File: src/rtl/uart_rx_pkg.sv
// Shared types and defaults for the UART receive sequencer.
// Check point helper: the oversampled bit is stable two edges past mid-bit.
package uart_rx_pkg;

   localparam int DATA_WIDTH_DEF = 8;
   localparam int PRESCALE_W_DEF = 6;

   typedef enum logic [2:0] {
      IDLE   = 3'd0,
      START  = 3'd1,
      DATA   = 3'd2,
      PARITY = 3'd3,
      STOP   = 3'd4
   } rx_state_e;

   function automatic int unsigned check_edge(input int unsigned pre);
      return pre / 2 + 2;
   endfunction

endpackage

File: src/rtl/uart_edge_bit_counter.sv
// Oversample edge counter and payload bit counter for the UART receiver.
// Edge count wraps at pre_q-1 (bit end); restart loads edge 1 for a start edge seen this cycle.
module uart_edge_bit_counter
   import uart_rx_pkg::*;
#(
   parameter int PRESCALE_W = PRESCALE_W_DEF,
   parameter int BIT_W      = 4
) (
   input  logic                  clk,
   input  logic                  rst,
   input  logic                  cnt_en,
   input  logic                  cnt_restart,
   input  logic                  bit_cnt_en,
   input  logic                  bit_cnt_clr,
   input  logic [PRESCALE_W-1:0] pre_q,
   output logic [PRESCALE_W-1:0] edge_cnt,
   output logic [BIT_W-1:0]      bit_cnt,
   output logic                  bit_end
);

   logic [PRESCALE_W-1:0] edge_cnt_q, edge_cnt_d;
   logic [BIT_W-1:0]      bit_cnt_q, bit_cnt_d;

   always_comb begin
      bit_end    = cnt_en && (edge_cnt_q == (pre_q - PRESCALE_W'(1)));
      edge_cnt_d = '0;
      bit_cnt_d  = bit_cnt_q;

      // The cycle that sees the start edge is edge 0, so the next one is edge 1.
      if (cnt_restart) begin
         edge_cnt_d = PRESCALE_W'(1);
      end else if (cnt_en) begin
         edge_cnt_d = bit_end ? '0 : edge_cnt_q + PRESCALE_W'(1);
      end

      if (bit_cnt_clr) begin
         bit_cnt_d = '0;
      end else if (bit_cnt_en && bit_end) begin
         bit_cnt_d = bit_cnt_q + BIT_W'(1);
      end
   end

   always_ff @(posedge clk) begin
      if (rst) begin
         edge_cnt_q <= '0;
         bit_cnt_q  <= '0;
      end else begin
         edge_cnt_q <= edge_cnt_d;
         bit_cnt_q  <= bit_cnt_d;
      end
   end

   assign edge_cnt = edge_cnt_q;
   assign bit_cnt  = bit_cnt_q;

endmodule

File: src/rtl/uart_rx_ctrl.sv
// UART receive sequencer: start detect, per-bit checker enables, frame verdict.
// Enables land on the check edge of each bit; data_valid/frame_err one cycle after stop bit end.
module uart_rx_ctrl
   import uart_rx_pkg::*;
#(
   parameter int DATA_WIDTH = DATA_WIDTH_DEF,
   parameter int PRESCALE_W = PRESCALE_W_DEF
) (
   input  logic                  clk,
   input  logic                  rst,
   input  logic                  rx_in,
   input  logic                  par_en,
   input  logic [PRESCALE_W-1:0] prescale,
   input  logic                  start_error,
   input  logic                  parity_error,
   input  logic                  stop_error,
   output logic [PRESCALE_W-1:0] edge_cnt,
   output logic                  dat_samp_en,
   output logic                  start_check_en,
   output logic                  deser_en,
   output logic                  parity_check_en,
   output logic                  stop_check_en,
   output logic                  data_valid,
   output logic                  frame_err,
   output logic                  busy
);

   localparam int BIT_W = $clog2(DATA_WIDTH) + 1;

   rx_state_e             state_q, state_d;
   logic [PRESCALE_W-1:0] pre_q, pre_d;
   logic                  par_q, par_d;
   logic                  perr_q, perr_d;

   logic dat_samp_en_q, dat_samp_en_d;
   logic start_check_en_q, start_check_en_d;
   logic deser_en_q, deser_en_d;
   logic parity_check_en_q, parity_check_en_d;
   logic stop_check_en_q, stop_check_en_d;
   logic data_valid_q, data_valid_d;
   logic frame_err_q, frame_err_d;

   logic                  cnt_restart;
   logic                  bit_cnt_clr;
   logic                  bit_end;
   logic                  bad;
   logic [BIT_W-1:0]      bit_cnt;
   logic [PRESCALE_W-1:0] pre_chk;
   logic                  at_pre_chk;

   // Enables are registered, so they are decided one edge before the check point.
   assign pre_chk    = PRESCALE_W'(check_edge(32'(pre_q)) - 32'd1);
   assign at_pre_chk = (edge_cnt == pre_chk);

   uart_edge_bit_counter #(
      .PRESCALE_W (PRESCALE_W),
      .BIT_W      (BIT_W)
   ) u_cnt (
      .clk         (clk),
      .rst         (rst),
      .cnt_en      (state_q != IDLE),
      .cnt_restart (cnt_restart),
      .bit_cnt_en  (state_q == DATA),
      .bit_cnt_clr (bit_cnt_clr),
      .pre_q       (pre_q),
      .edge_cnt    (edge_cnt),
      .bit_cnt     (bit_cnt),
      .bit_end     (bit_end)
   );

   always_comb begin
      state_d           = state_q;
      pre_d             = pre_q;
      par_d             = par_q;
      perr_d            = perr_q;
      cnt_restart       = 1'b0;
      bit_cnt_clr       = (state_q == START);
      bad               = 1'b0;
      start_check_en_d  = 1'b0;
      deser_en_d        = 1'b0;
      parity_check_en_d = 1'b0;
      stop_check_en_d   = 1'b0;
      data_valid_d      = 1'b0;
      frame_err_d       = 1'b0;

      case (state_q)
         IDLE: begin
            if (!rx_in) begin
               state_d     = START;
               pre_d       = prescale;
               par_d       = par_en;
               perr_d      = 1'b0;
               cnt_restart = 1'b1;
            end
         end
         START: begin
            start_check_en_d = at_pre_chk;
            if (bit_end) begin
               if (start_error) begin
                  state_d     = IDLE;
                  frame_err_d = 1'b1;
               end else begin
                  state_d = DATA;
               end
            end
         end
         DATA: begin
            deser_en_d = at_pre_chk;
            if (bit_end && (bit_cnt == BIT_W'(DATA_WIDTH - 1))) begin
               state_d = par_q ? PARITY : STOP;
            end
         end
         PARITY: begin
            parity_check_en_d = at_pre_chk;
            if (bit_end) begin
               perr_d  = parity_error;
               state_d = STOP;
            end
         end
         STOP: begin
            stop_check_en_d = at_pre_chk;
            if (bit_end) begin
               bad          = stop_error | perr_q;
               data_valid_d = !bad;
               frame_err_d  = bad;
               // A low line on the stop bit end is already the next start edge.
               if (!rx_in) begin
                  state_d     = START;
                  perr_d      = 1'b0;
                  cnt_restart = 1'b1;
               end else begin
                  state_d = IDLE;
               end
            end
         end
         default: state_d = IDLE;
      endcase

      dat_samp_en_d = (state_d != IDLE);
   end

   always_ff @(posedge clk) begin
      if (rst) begin
         state_q           <= IDLE;
         pre_q             <= '0;
         par_q             <= 1'b0;
         perr_q            <= 1'b0;
         dat_samp_en_q     <= 1'b0;
         start_check_en_q  <= 1'b0;
         deser_en_q        <= 1'b0;
         parity_check_en_q <= 1'b0;
         stop_check_en_q   <= 1'b0;
         data_valid_q      <= 1'b0;
         frame_err_q       <= 1'b0;
      end else begin
         state_q           <= state_d;
         pre_q             <= pre_d;
         par_q             <= par_d;
         perr_q            <= perr_d;
         dat_samp_en_q     <= dat_samp_en_d;
         start_check_en_q  <= start_check_en_d;
         deser_en_q        <= deser_en_d;
         parity_check_en_q <= parity_check_en_d;
         stop_check_en_q   <= stop_check_en_d;
         data_valid_q      <= data_valid_d;
         frame_err_q       <= frame_err_d;
      end
   end

   assign dat_samp_en     = dat_samp_en_q;
   assign start_check_en  = start_check_en_q;
   assign deser_en        = deser_en_q;
   assign parity_check_en = parity_check_en_q;
   assign stop_check_en   = stop_check_en_q;
   assign data_valid      = data_valid_q;
   assign frame_err       = frame_err_q;
   assign busy            = (state_q != IDLE);

endmodule

File: config.mk
export PLATFORM = sky130hd
export DESIGN_NAME = uart_rx_ctrl
export DESIGN_NICKNAME = d
export VERILOG_FILES = /design/src/rtl/uart_rx_pkg.sv /design/src/rtl/uart_edge_bit_counter.sv /design/src/rtl/uart_rx_ctrl.sv
export SDC_FILE = /design/constraint.sdc
export NUM_CORES = 1
export LEC_CHECK = 0
export CAP_MARGIN = 20
export CORE_UTILIZATION = 33
export DETAILED_ROUTE_END_ITERATION = 7
export PLACE_DENSITY = 0.57
export SYNTH_ARGS = -nofsm -noshare
export SYNTH_HDL_FRONTEND = slang
export SYNTH_SLANG_ARGS = --single-unit
File: constraint.sdc
create_clock -name clk -period 2.65 [get_ports clk]
set_input_delay 0.265 -clock clk [delete_from_list [all_inputs] [get_ports clk]]
set_output_delay 0.265 -clock clk [all_outputs]
set_load 0.02 [all_outputs]
; ---- Yosys cells after proc, flatten, opt, wreduce, memory -nomap -nowiden
; Index checks and enable logic that the tools add are counted.
[word_totals]
reg_bits = 28
output_inout_bits = 14
wordCells = 76
[classes]
reduce_logical = 17
eq_ne = 9
n_addsub = 5
bitwise_logic = 8
muxes = 23
[op_table]
columns = op, count
row1 = $mux 3, 6
row2 = $pmux 3 s5, 1
row3 = $eq 6x6->1, 2
row4 = $mux 1, 12
row5 = $sub 6x1->6 const B, 2
row6 = $reduce_or 2->1, 5
row7 = $reduce_bool 3->1, 3
row8 = $not 1->1, 7
row9 = $add 5x2->6 const B, 1
row10 = $add 6x1->6 const B, 1
row11 = $eq 3x2->1 const B, 2
row12 = $add 4x1->4 const B, 1
row13 = $eq 4x3->1 const B, 1
row14 = $ne 2x2->1 const B, 2
row15 = $pmux 1 s2, 2
row16 = $reduce_or 4->1, 1
row17 = $eq 3x1->1 const B, 1
row18 = $eq 3x3->1 const B, 1
row19 = $logic_and 1x1->1, 3
row20 = $logic_not 3->1, 1
row21 = $pmux 1 s3, 1
row22 = $reduce_and 3->1, 1
row23 = $reduce_or 3->1, 1
row24 = $mux 2, 1
row25 = 3 further kinds, 3

; ---- Longest topological paths before layout
; Gate-level depths: netlist of the first run.
[depth]
ltp_word = 7
mapped_depth = 9

; ---- Modules after synthesis
; Synthesis of the first run repeated with hierarchy kept, for this count alone.
[unflattened]
hier_cells = 184
area_unflattened_um2 = 1602.8
[modules_own_cells]
columns = module, n_inst, cells_per_inst, area_each_um2
row1 = uart_rx_ctrl, 1, 108, 940.9
row2 = uart_edge_bit_counter, 1, 76, 661.9

; ---- Worst setup path after synthesis of the first run
; No wires, ideal clock.
[synth_timing]
path_type = register to register
from = reg pre_q[1]
to = reg state_q[1]
arrival_ns = 1.961
stages_incl_launch_ff = 8
required_time_ns = 2.571
setup_time_ns = 0.079
path_slack_ns = 0.609
period_less_slack_ns = 2.041
path_cell_list = dfxtp_1 -> inv_1 -> ha_1 -> o21ba_1 -> a221oi_1 -> o2111ai_1 -> or4b_1 -> a211oi_2
[synth_between]
elab_chain_len = 6
[synth_rtl]
columns = item, line_no
row1 = "start, declared", uart_rx_ctrl.sv:31  ; logic [PRESCALE_W-1:0] pre_q, pre_d;
row2 = "start signal, assigned", uart_rx_ctrl.sv:157  ; pre_q <= pre_d;
row3 = $sub 6x1->6 (*), uart_edge_bit_counter.sv:25  ; bit_end = cnt_en && (edge_cnt_q == (pre_q - PRESCALE_W'(1)));
row4 = $eq 6x6->1 (*), uart_edge_bit_counter.sv:25
row5 = $logic_and 1x1->1 (*), uart_edge_bit_counter.sv:25
row6 = $logic_and 1x1->1, uart_rx_ctrl.sv:109  ; if (bit_end && (bit_cnt == BIT_W'(DATA_WIDTH - 1))) begin
row7 = $mux 3, uart_rx_ctrl.sv:109
row8 = $pmux 3 s5 (*), uart_rx_ctrl.sv:86  ; case (state_q)
row9 = "end signal, assigned", uart_rx_ctrl.sv:156  ; state_q <= state_d;
row10 = "end, declared", uart_rx_ctrl.sv:30  ; rx_state_e state_q, state_d;
; Every way passes the cells marked *; elsewhere a longest branch is shown, timed or not.
; A chain may end at the register's enable or synchronous reset.

; ---- Worst setup path after layout of the first run
[layout_timing]
from = reg pre_q[1]
to = reg u_cnt.bit_cnt_q[2] (netlist: u_cnt.bit_cnt[2])
[layout_between]
elab_chain_len = 4
[layout_rtl]
columns = item, line_no
row1 = $sub 6x1->6, uart_edge_bit_counter.sv:25
row2 = $eq 6x6->1, uart_edge_bit_counter.sv:25
row3 = $logic_and 1x1->1, uart_edge_bit_counter.sv:25
row4 = $logic_and 1x1->1, uart_edge_bit_counter.sv:38  ; end else if (bit_cnt_en && bit_end) begin
row5 = "end signal, assigned", uart_edge_bit_counter.sv:49  ; bit_cnt_q <= bit_cnt_d;
row6 = "end, declared", uart_edge_bit_counter.sv:22  ; logic [BIT_W-1:0] bit_cnt_q, bit_cnt_d;
; Every way passes these cells.

==> results.cfg, run 1 <==
[critical_path]
cp_max_fo = 8
reg2reg_depth = 8
crit_type = flop to flop
crit_required_ns = 2.85
cp_data_arrival_time_ns = 2.62
crit_cells = 8
crit_buf_inv = 2
cp_slowest_cell = dfxtp_1
end_kind = flop
startpoint_type = flop
path_delay_family = compound AO/OA/AOI/OAI gates
max_stage_delay_ns = 0.41
crit_chain = inv_1, ha_1, o21ba_1, a221oi_1, o2111ai_1, buf_4, or3_1, a21oi_1

[pwr]
p_comb_frac = 0.146
pwr-share-seq = 0.492
power_uw = 927
power_density_nw_per_um2 = 496
leakagePower_uw = 0.000697
p_sw_frac = 0.239
power.internal_uw = 706
p_sw_uw = 221
clkPwrFrac = 0.361
ir_drop_uv = 229

[timing]
tightest_slew_ns = 0.572
holdWs_ns = 0.483
rsz0062_at_grt = no
finalHoldViolCount = 0
slew_violations = 0
max_freq_mhz = 414
fin_crit_ns = 2.42
period_share = 0.912
relSlewSlack = 0.618
tns_ns = 0
skew_ns = 0.00427
finalSetupViolations = 0

[cts]
cts_buffers = 3
cts_hold_buf = 0
htreeDepth = 1
cts_root_buf = clkbuf_8
cts.sinks = 28
cts_tree = yes
post_cts_resized = 0
clkTransAtPathRegs_ns = 0.10
cts_buffer_depth = 2
clock_latency_ns = 0.27
post_cts_buffers = 0

[floorplan]
dieWidth_um = 69.7
pin_count = 27
die_area_um2 = 4860
rows = 24
core-area_um2 = 4380
start_util = 0.345
die_h_um = 69.7

[hold_path]
whs_path_depth = 2
hold_path_class = flop to flop

[cells_and_area]
area_growth_pct = 23.7
seq_area_um2 = 561
most-common-layout-cells = dfxtp_1, clkdlybuf4s50_1, nor2_1
final_common_cell = dfxtp_1
layout-drive-gt1-share = 0.0597
multi_input_area_um2 = 865
fin_area_um2 = 1870
antennaDiodeCount = 0
fill_cells = 465
fin_nets = 220

[yosys]
synth_area_leader_cell = dfxtp_1
synth_area_per_cell_um2 = 8.45
synth-seq-area-share = 0.371
netlist_instances = 179
syn-num-nets = 197
ys_async_sr_fraction = 0
syn_area_um2 = 1510
synth_cell_types = 46
synth_top_area_share = 0.371
synthTopCellsByArea = dfxtp_1, xor2_1, nor2_1
synthMuxAreaShare = 0.0273
yosys_warnings = 0
synth_top_family_by_area = simple AND/OR/NAND/NOR gates
synthXorXnorAreaFrac = 0.110
ys.flop_type = dfxtp_1
synth_fa_ha_area_frac = 0.0414
ys_ff_latch = 28
synthSimpleGateAreaFrac = 0.239
synth_compound_area_frac = 0.154
synth_enable_flop_cells = 0

[flow_run]
drv_cap = 0

[detailed_routing]
drc = 0
drtAntennaViolNets = 0
initialDrtViolationCount = 54
wl_um = 3290
vias = 1267
drt_pre_antenna_iters = 4
avgRoutedWirePerCell_um = 13.0
avgViaCountPerCell = 5.01

[status]
status = finished clean

[placement]
portBuffers = 26
hpwl_um = 2440
place_area_um2 = 1800
place_congestion = 0.822

[grt]
busiest_layer = met2
use_met3 = 0.0233
use_met2 = 0.235
grt_max_degree = 17
grt_pass1_wl_um = 5720
gr-total-overflow = 0
grt_pass1_vias = 1217
grt_use_total = 0.144
grtUsageMet1 = 0.200
antenna_found_initial = 0
[synth_stat cells, types with 2 or more instances]
cell	instances
nor4_1	3
o2111ai_1	2
dfxtp_1	28
nand2b_1	2
nand2_1	11
and3_1	3
nor4b_2	2
or3_1	3
nor3b_1	2
nand3_1	7
buf_4	2
ha_1	5
nor3_1	4
inv_1	6
nor2_1	23
buf_2	3
clkbuf_1	4
o21ai_1	4
a21oi_1	10
a31oi_1	2
mux2i_1	3
xor2_1	10
xnor2_1	9
o31ai_1	2
o21ai_0	8
[power by group through the flow]
stage	Sequential (µW)	Clock [µW]	Combinational, µW
2_1_floorplan	459	0	94.0
5_1_grt	460	365	151
3_3_place_gp	466	0	137
3_5_place_dp	466	0	136
4_1_cts	456	347	137
6_report	456	335	136
[cells by family (layout without fill, tap and decap cells)]
logic type,count (synthesis),count (layout)
flip-flops,28,28
AND/OR/NAND/NOR,68,68
adder cells (fa/ha/maj),5,5
XOR/XNOR,19,19
multiplexers,4,4
buffers and inverters,18,40
AO/OA/AOI/OAI,37,37
[final timing paths]
check,start,end,slack [ns]
max,pre_q[1]$_SDFFE_PP0P_,u_cnt.bit_cnt[2]$_SDFFE_PP0P_,0.23
min,u_cnt.bit_cnt[3]$_SDFFE_PP0P_,u_cnt.bit_cnt[3]$_SDFFE_PP0P_,0.48
max reg2reg,pre_q[1]$_SDFFE_PP0P_,u_cnt.bit_cnt[2]$_SDFFE_PP0P_,0.23
min reg2reg,u_cnt.bit_cnt[3]$_SDFFE_PP0P_,u_cnt.bit_cnt[3]$_SDFFE_PP0P_,0.48
[flip-flops by register name, indices dropped and copies added, names as in the netlist]
| register | count |
|---|---|
| state_q | 3 |
| u_cnt.edge_cnt | 6 |
| frame_err | 1 |
| u_cnt.bit_cnt | 4 |
| parity_check_en | 1 |
| data_valid | 1 |
| stop_check_en | 1 |
| par_q | 1 |
| deser_en | 1 |
| pre_q | 6 |
| start_check_en | 1 |
| dat_samp_en | 1 |
| perr_q | 1 |
[per-stage QoR]
stage,util,cells,setup WS (ns)
global placement,0.410,249,0.343
finish,0.427,253,0.233
floorplan,-,179,0.609
detailed placement,0.410,249,0.247
CTS,0.427,253,0.228
global route,0.427,253,0.0329
[worst min-delay path: stages, from the launching register on]
cell and delay [ns]:
dfxtp_1 0.33, o31ai_1 0.06, a21oi_1 0.05
[layout make-up]
type                            count  area share
Multi-Input combinational cell    133       0.462
Sequential cell                    28       0.300
Timing Repair Buffer               29       0.151
Tap cell                           52      0.0348
Clock buffer                        3      0.0221
Clock inverter                      1      0.0161
Inverter                            7      0.0140
[routing by layer]
layer  wire length [µm]  vias to the layer above
li1                   -                      667
met1               1680                      585
met2               1510                       13
met3                 83                        2
met4                 14                        0
met5                  0                        -
Power figures use the tool's default switching activity.
==> run 2: changes to the inputs <==
--- a/config.mk
+++ b/config.mk
@@ -5,8 +5,10 @@
 export SDC_FILE = /design/constraint.sdc
 export NUM_CORES = 1
 export LEC_CHECK = 0
+export ABC_AREA = 1
 export CAP_MARGIN = 20
 export CORE_UTILIZATION = 33
+export CTS_CLUSTER_SIZE = 16
 export DETAILED_ROUTE_END_ITERATION = 7
 export PLACE_DENSITY = 0.57
 export SYNTH_ARGS = -nofsm -noshare
==> run 2 against run 1 <==
Effect of this change:
- flip-flop and latch count did not move
- first-iteration DRC count up 67%
- wire length is 6.3% higher
- design area is 5.8% higher
- die area up 5.7%
- via count increased by 12%
- synthesized cell count up 27%
- register-to-register slack better by 0.48 ns
- synthesized area up 5.9%
- critical path depth fell by 3
- largest power group unchanged
- highest routed layer unchanged
==> results.cfg, run 2 <==
[pwr]
power_density_nw_per_um2 = 510
leakagePower_uw = 0.000833
p_sw_uw = 283
ir_drop_uv = 260
power.internal_uw = 726
clkPwrFrac = 0.335
p_comb_frac = 0.210
p_sw_frac = 0.280
pwr-share-seq = 0.455
power_uw = 1010

[detailed_routing]
drt_pre_antenna_iters = 4
vias = 1414
avgViaCountPerCell = 4.62
drc = 0
avgRoutedWirePerCell_um = 11.4
drtAntennaViolNets = 0
wl_um = 3490
initialDrtViolationCount = 90

[timing]
finalHoldViolCount = 0
finalWorstSetupSlack_ns = 0.551
tightest_slew_ns = 0.699
tns_ns = 0
finalSetupViolations = 0
rsz0062_at_grt = no
fin_crit_ns = 2.10
skew_ns = 0.00223
period_share = 0.792
max_freq_mhz = 476
relSlewSlack = 0.531
slew_violations = 0

[floorplan]
rows = 24
die_h_um = 71.7
core-area_um2 = 4500
pin_count = 27
dieWidth_um = 71.7
die_area_um2 = 5140
start_util = 0.356

[hold_path]
whs_path_depth = 2
hold_start = par_q$_SDFFE_PP0P_
min_to = par_q$_SDFFE_PP0P_
hold_path_class = flop to flop

[yosys]
syn-num-nets = 245
ys_async_sr_fraction = 0
synth_area_leader_cell = dfxtp_1
synthTopCellsByCount = nand2_1, nor2_1, dfxtp_1
netlist_instances = 227
synthTopCellsByArea = dfxtp_1, nand2_1, nor2_1
synth_area_per_cell_um2 = 7.06
syn_area_um2 = 1600
ys.flop_type = dfxtp_1
synth_top_area_share = 0.350
synth-seq-area-share = 0.350
synth_most_common_cell = nand2_1
synth_enable_flop_cells = 0
synth_cell_types = 32
yosys_warnings = 0
ys_ff_latch = 28

[cts]
htreeDepth = 1
post_cts_resized = 0
cts_hold_buf = 0
cts_root_buf = clkbuf_8
cts.sinks = 28
post_cts_buffers = 0
clkTransAtPathRegs_ns = 0.09
cts_tree = yes
cts_buffers = 3
clock_latency_ns = 0.28
cts_buffer_depth = 2

[cells_and_area]
final_common_cell = nand2_1
layout-drive-gt1-share = 0.134
area_growth_pct = 23.6
fin_area_um2 = 1980
stdcell_count = 306
fin_nets = 273
antennaDiodeCount = 0
most-common-layout-cells = nand2_1, nor2_1, dfxtp_1

[status]
status = finished clean

[critical_path]
worstReg2RegEnd = dat_samp_en$_SDFF_PP0_
crit_type = flop to output port
timing.rr.start = pre_q[1]$_SDFFE_PP0P_
reg2reg_depth = 13
cp_max_fo = 5
startpoint_type = flop
crit_required_ns = 2.38
end_kind = output port
cp_data_arrival_time_ns = 1.83
reg2reg_setup_slack_ns = 0.71

[placement]
place_area_um2 = 1910
placedCellCount = 302
portBuffers = 26
hpwl_um = 2810
place_congestion = 0.870
place_ws_ns = 0.725

[grt]
grt_max_degree = 17
antenna_found_initial = 0
grt_pass1_vias = 1307
grt_pass1_wl_um = 5910
grt_use_total = 0.149
gr-total-overflow = 0

[flow_run]
drv_cap = 0
## run 2: cell types whose count changed in the layout (fill, tap and decap cells not counted), moves of 4 or more
| cell | change |
|---|---|
| inv_1 | +19 |
| nand2_2 | +7 |
| xnor2_1 | -5 |
| inv_2 | +9 |
| nand2_1 | +35 |
| xor2_1 | -5 |
| nand4_1 | +4 |
| o21ai_0 | +4 |
| nor2_1 | +9 |
## run 2: layer usage
metal,GRT usage,vias to the layer above,routed length [µm]
met2,0.237,17,1550
met4,0.0523,0,44
li1,-,772,-
met5,0,-,0
met3,0.0309,5,90
met1,0.201,620,1810
## run 2: final cells by class
cell class,instances,area (µm²)
clock buffers,3,41.3
clock inverters,1,30.0
fillers,486,2520
inverters,35,134
multi-input cells,161,888
flip-flops and latches,28,561
well taps,52,65.1
repair buffers,26,260
## run 2: cell families after synthesis
| family | count (synthesis) | synth area share |
|---|---|---|
| AOI/OAI and AO/OA | 30 | 0.101 |
| xor gates and xnor gates | 9 | 0.0492 |
| adders and majority gates | 5 | 0.0391 |
| DFF | 28 | 0.350 |
| and+or+nand+nor | 117 | 0.366 |
| buffers and inverters | 38 | 0.0953 |
## run 2: per-stage QoR
stage	hold slack [ns]	util
after global routing	0.537	0.439
after global placement	0.494	0.424
after detailed placement	0.493	0.424
final	0.505	0.439
after CTS	0.507	0.439
after floorplan	0.342	-
## run 2: how the worst max path moves through the flow
stage                          startpoint                endpoint  slack [ns]  depth (start not counted)
floorplan           pre_q[1]$_SDFFE_PP0P_  dat_samp_en$_SDFF_PP0_        0.87                         13
global placement    pre_q[1]$_SDFFE_PP0P_  dat_samp_en$_SDFF_PP0_        0.74                         11
detailed placement  pre_q[1]$_SDFFE_PP0P_  dat_samp_en$_SDFF_PP0_        0.72                         13
CTS                 state_q[0]$_SDFF_PP0_                    busy        0.56                          5
global route        state_q[0]$_SDFF_PP0_                    busy        0.46                          5
finish              state_q[0]$_SDFF_PP0_                    busy        0.55                          5
## run 2: critical path: stages (launching register included)
cell             delay (ns)
dfxtp_1                0.35
nor2_1                 0.16
inv_1                  0.11
nor2_2                 0.26
inv_1                  0.13
clkdlybuf4s50_1        0.56
## run 2: power by group through the flow
stage / Combinational (µW) / Sequential (µW) / Clock, µW
after floorplan: 155 / 467 / 0
after global placement: 214 / 469 / 0
after detailed placement: 213 / 469 / 0
after CTS: 214 / 459 / 351
after global routing: 239 / 462 / 368
final: 212 / 459 / 338
==> run 3: changes to the inputs <==
--- a/config.mk
+++ b/config.mk
@@ -10,7 +10,7 @@
 export CORE_UTILIZATION = 33
 export CTS_CLUSTER_SIZE = 16
 export DETAILED_ROUTE_END_ITERATION = 7
-export PLACE_DENSITY = 0.57
+export PLACE_DENSITY = 0.59
 export SYNTH_ARGS = -nofsm -noshare
 export SYNTH_HDL_FRONTEND = slang
 export SYNTH_SLANG_ARGS = --single-unit
==> constraint.sdc (replaced) <==
create_clock -name clk -period 1.75 [get_ports clk]
set_input_delay 0.175 -clock clk [delete_from_list [all_inputs] [get_ports clk]]
set_output_delay 0.175 -clock clk [all_outputs]
set_load 0.02 [all_outputs]
==> run 3 against run 2 <==
Effect of this change:
- the run now ends with negative setup slack left
- setup slack got worse by 0.56 ns
- cell count increased by 4.2%
- die area stayed put
- worst hold slack barely moved
- non-clock buffer count up 13
- first-iteration DRC count is 17% lower
- largest cell class unchanged
==> results.cfg, run 3 (synthesis results as in run 2) <==
[status]
status = finished with violations
violations = negative setup slack

[timing]
finalWorstSetupSlack_ns = -0.0119
tightest_slew_ns = 0.478
skew_ns = 0.00947
fin_crit_ns = 1.76
rsz0062_at_grt = yes
relSlewSlack = 0.678
max_freq_mhz = 568
finalHoldViolCount = 0
finalSetupViolations = 1
period_share = 1.01
slew_violations = 0

[floorplan]
die_h_um = 71.7
die_area_um2 = 5140
pin_count = 27
dieWidth_um = 71.7
core-area_um2 = 4500
start_util = 0.356
rows = 24

[pwr]
leakagePower_uw = 0.000913
p_comb_frac = 0.262
power.internal_uw = 1040
power_density_nw_per_um2 = 690
clkPwrFrac = 0.269
ir_drop_uv = 421
pwr-share-seq = 0.469
p_sw_uw = 443
p_sw_frac = 0.299

[cts]
cts_root_buf = clkbuf_8
cts_tree = yes
cts_buffer_depth = 2
cts_hold_buf = 0
htreeDepth = 1
clkTransAtPathRegs_ns = 0.10
cts.sinks = 28
cts_buffers = 3
clock_latency_ns = 0.28

[placement]
place_area_um2 = 2000
place_congestion = 0.815
hpwl_um = 2790
portBuffers = 26

[detailed_routing]
drc = 0
avgRoutedWirePerCell_um = 11.2
initialDrtViolationCount = 75
wl_um = 3570
avgViaCountPerCell = 4.59
drtAntennaViolNets = 0
vias = 1463
drt_pre_antenna_iters = 4

[cells_and_area]
finish.utilization = 0.476
fin_nets = 286
area_growth_pct = 33.9
layout-drive-gt1-share = 0.243
fin_area_um2 = 2140
antennaDiodeCount = 0
fill_cells = 470
most-common-layout-cells = nand2_1, nor2_1, clkdlybuf4s50_1
final_common_cell = nand2_1

[critical_path]
crit_type = flop to flop
crit_required_ns = 1.97
cp_data_arrival_time_ns = 1.98
cp_max_fo = 6
end_kind = flop
startpoint_type = flop

[grt]
grt_max_degree = 16
grt_pass1_vias = 1339
antenna_found_initial = 0
grt_pass1_wl_um = 6000
grt_use_total = 0.147
gr-total-overflow = 0

[hold_path]
hold_path_class = flop to flop

[flow_run]
drv_cap = 0
[run 3: metal layers]
metal | vias up | part of all wire | global-route usage
li1 | 796 | - | -
met1 | 639 | 0.52 | 0.202
met2 | 26 | 0.44 | 0.236
met3 | 2 | 0.036 | 0.0352
met4 | 0 | 0.0070 | 0.0327
met5 | - | 0 | 0
[run 3: power groups by stage]
stage	logic [µW]	clock network [µW]	registers (µW)
after floorplan	236	0	708
after global placement	354	0	706
after detailed placement	355	0	706
after CTS	369	421	692
after global routing	431	447	699
final	389	398	694
[run 3: final cells by class]
cell class | instances | area [µm²] | share of cell area
clock buffers | 4 | 55.1 | 0.0257
inverters | 35 | 141 | 0.0659
multi-input cells | 161 | 960 | 0.447
flip-flops and latches | 28 | 567 | 0.264
well taps | 52 | 65.1 | 0.0303
repair buffers | 39 | 357 | 0.166
[run 3: repair_timing]
action                     CTS  global route
setup buffers                0             1
resized for setup            8            16
pin swaps                    5            12
setup endpoints to repair    5             8
[run 3: final timing paths]
kind / start / to / slack, ns / depth (start not counted)
max: pre_q[1]$_SDFFE_PP0P_ / perr_q$_SDFFE_PP0P_ / -0.01 / 14
min: par_q$_SDFFE_PP0P_ / par_q$_SDFFE_PP0P_ / 0.50 / 2
max reg2reg: pre_q[1]$_SDFFE_PP0P_ / perr_q$_SDFFE_PP0P_ / -0.01 / 14
min reg2reg: par_q$_SDFFE_PP0P_ / par_q$_SDFFE_PP0P_ / 0.50 / 2
[run 3: critical path: stages (launching register included)]
cell and delay, ns:
dfxtp_2 0.36, inv_4 0.05, ha_4 0.16, inv_1 0.06, nand2_2 0.06, nand2_1 0.05, nand2_1 0.06, nand2_2 0.09
nand3_4 0.11, nor2_8 0.16, buf_4 0.16, nor2_4 0.05, a21oi_2 0.13, o21ai_1 0.07, a21oi_1 0.12
[run 3: through the flow]
step                      instances  setup WS [ns]  hold slack (ns)  TNS (ns)  total power (µW)
after detailed placement        314        -0.0740            0.477    -0.110              1060
after global routing            319         -0.164            0.523    -0.709              1580
final                           319        -0.0119            0.505   -0.0119              1480
after global placement          314        -0.0594            0.477   -0.0735              1060
after floorplan                 227        0.00545            0.252         0               943
after CTS                       318        0.00524            0.506         0              1480
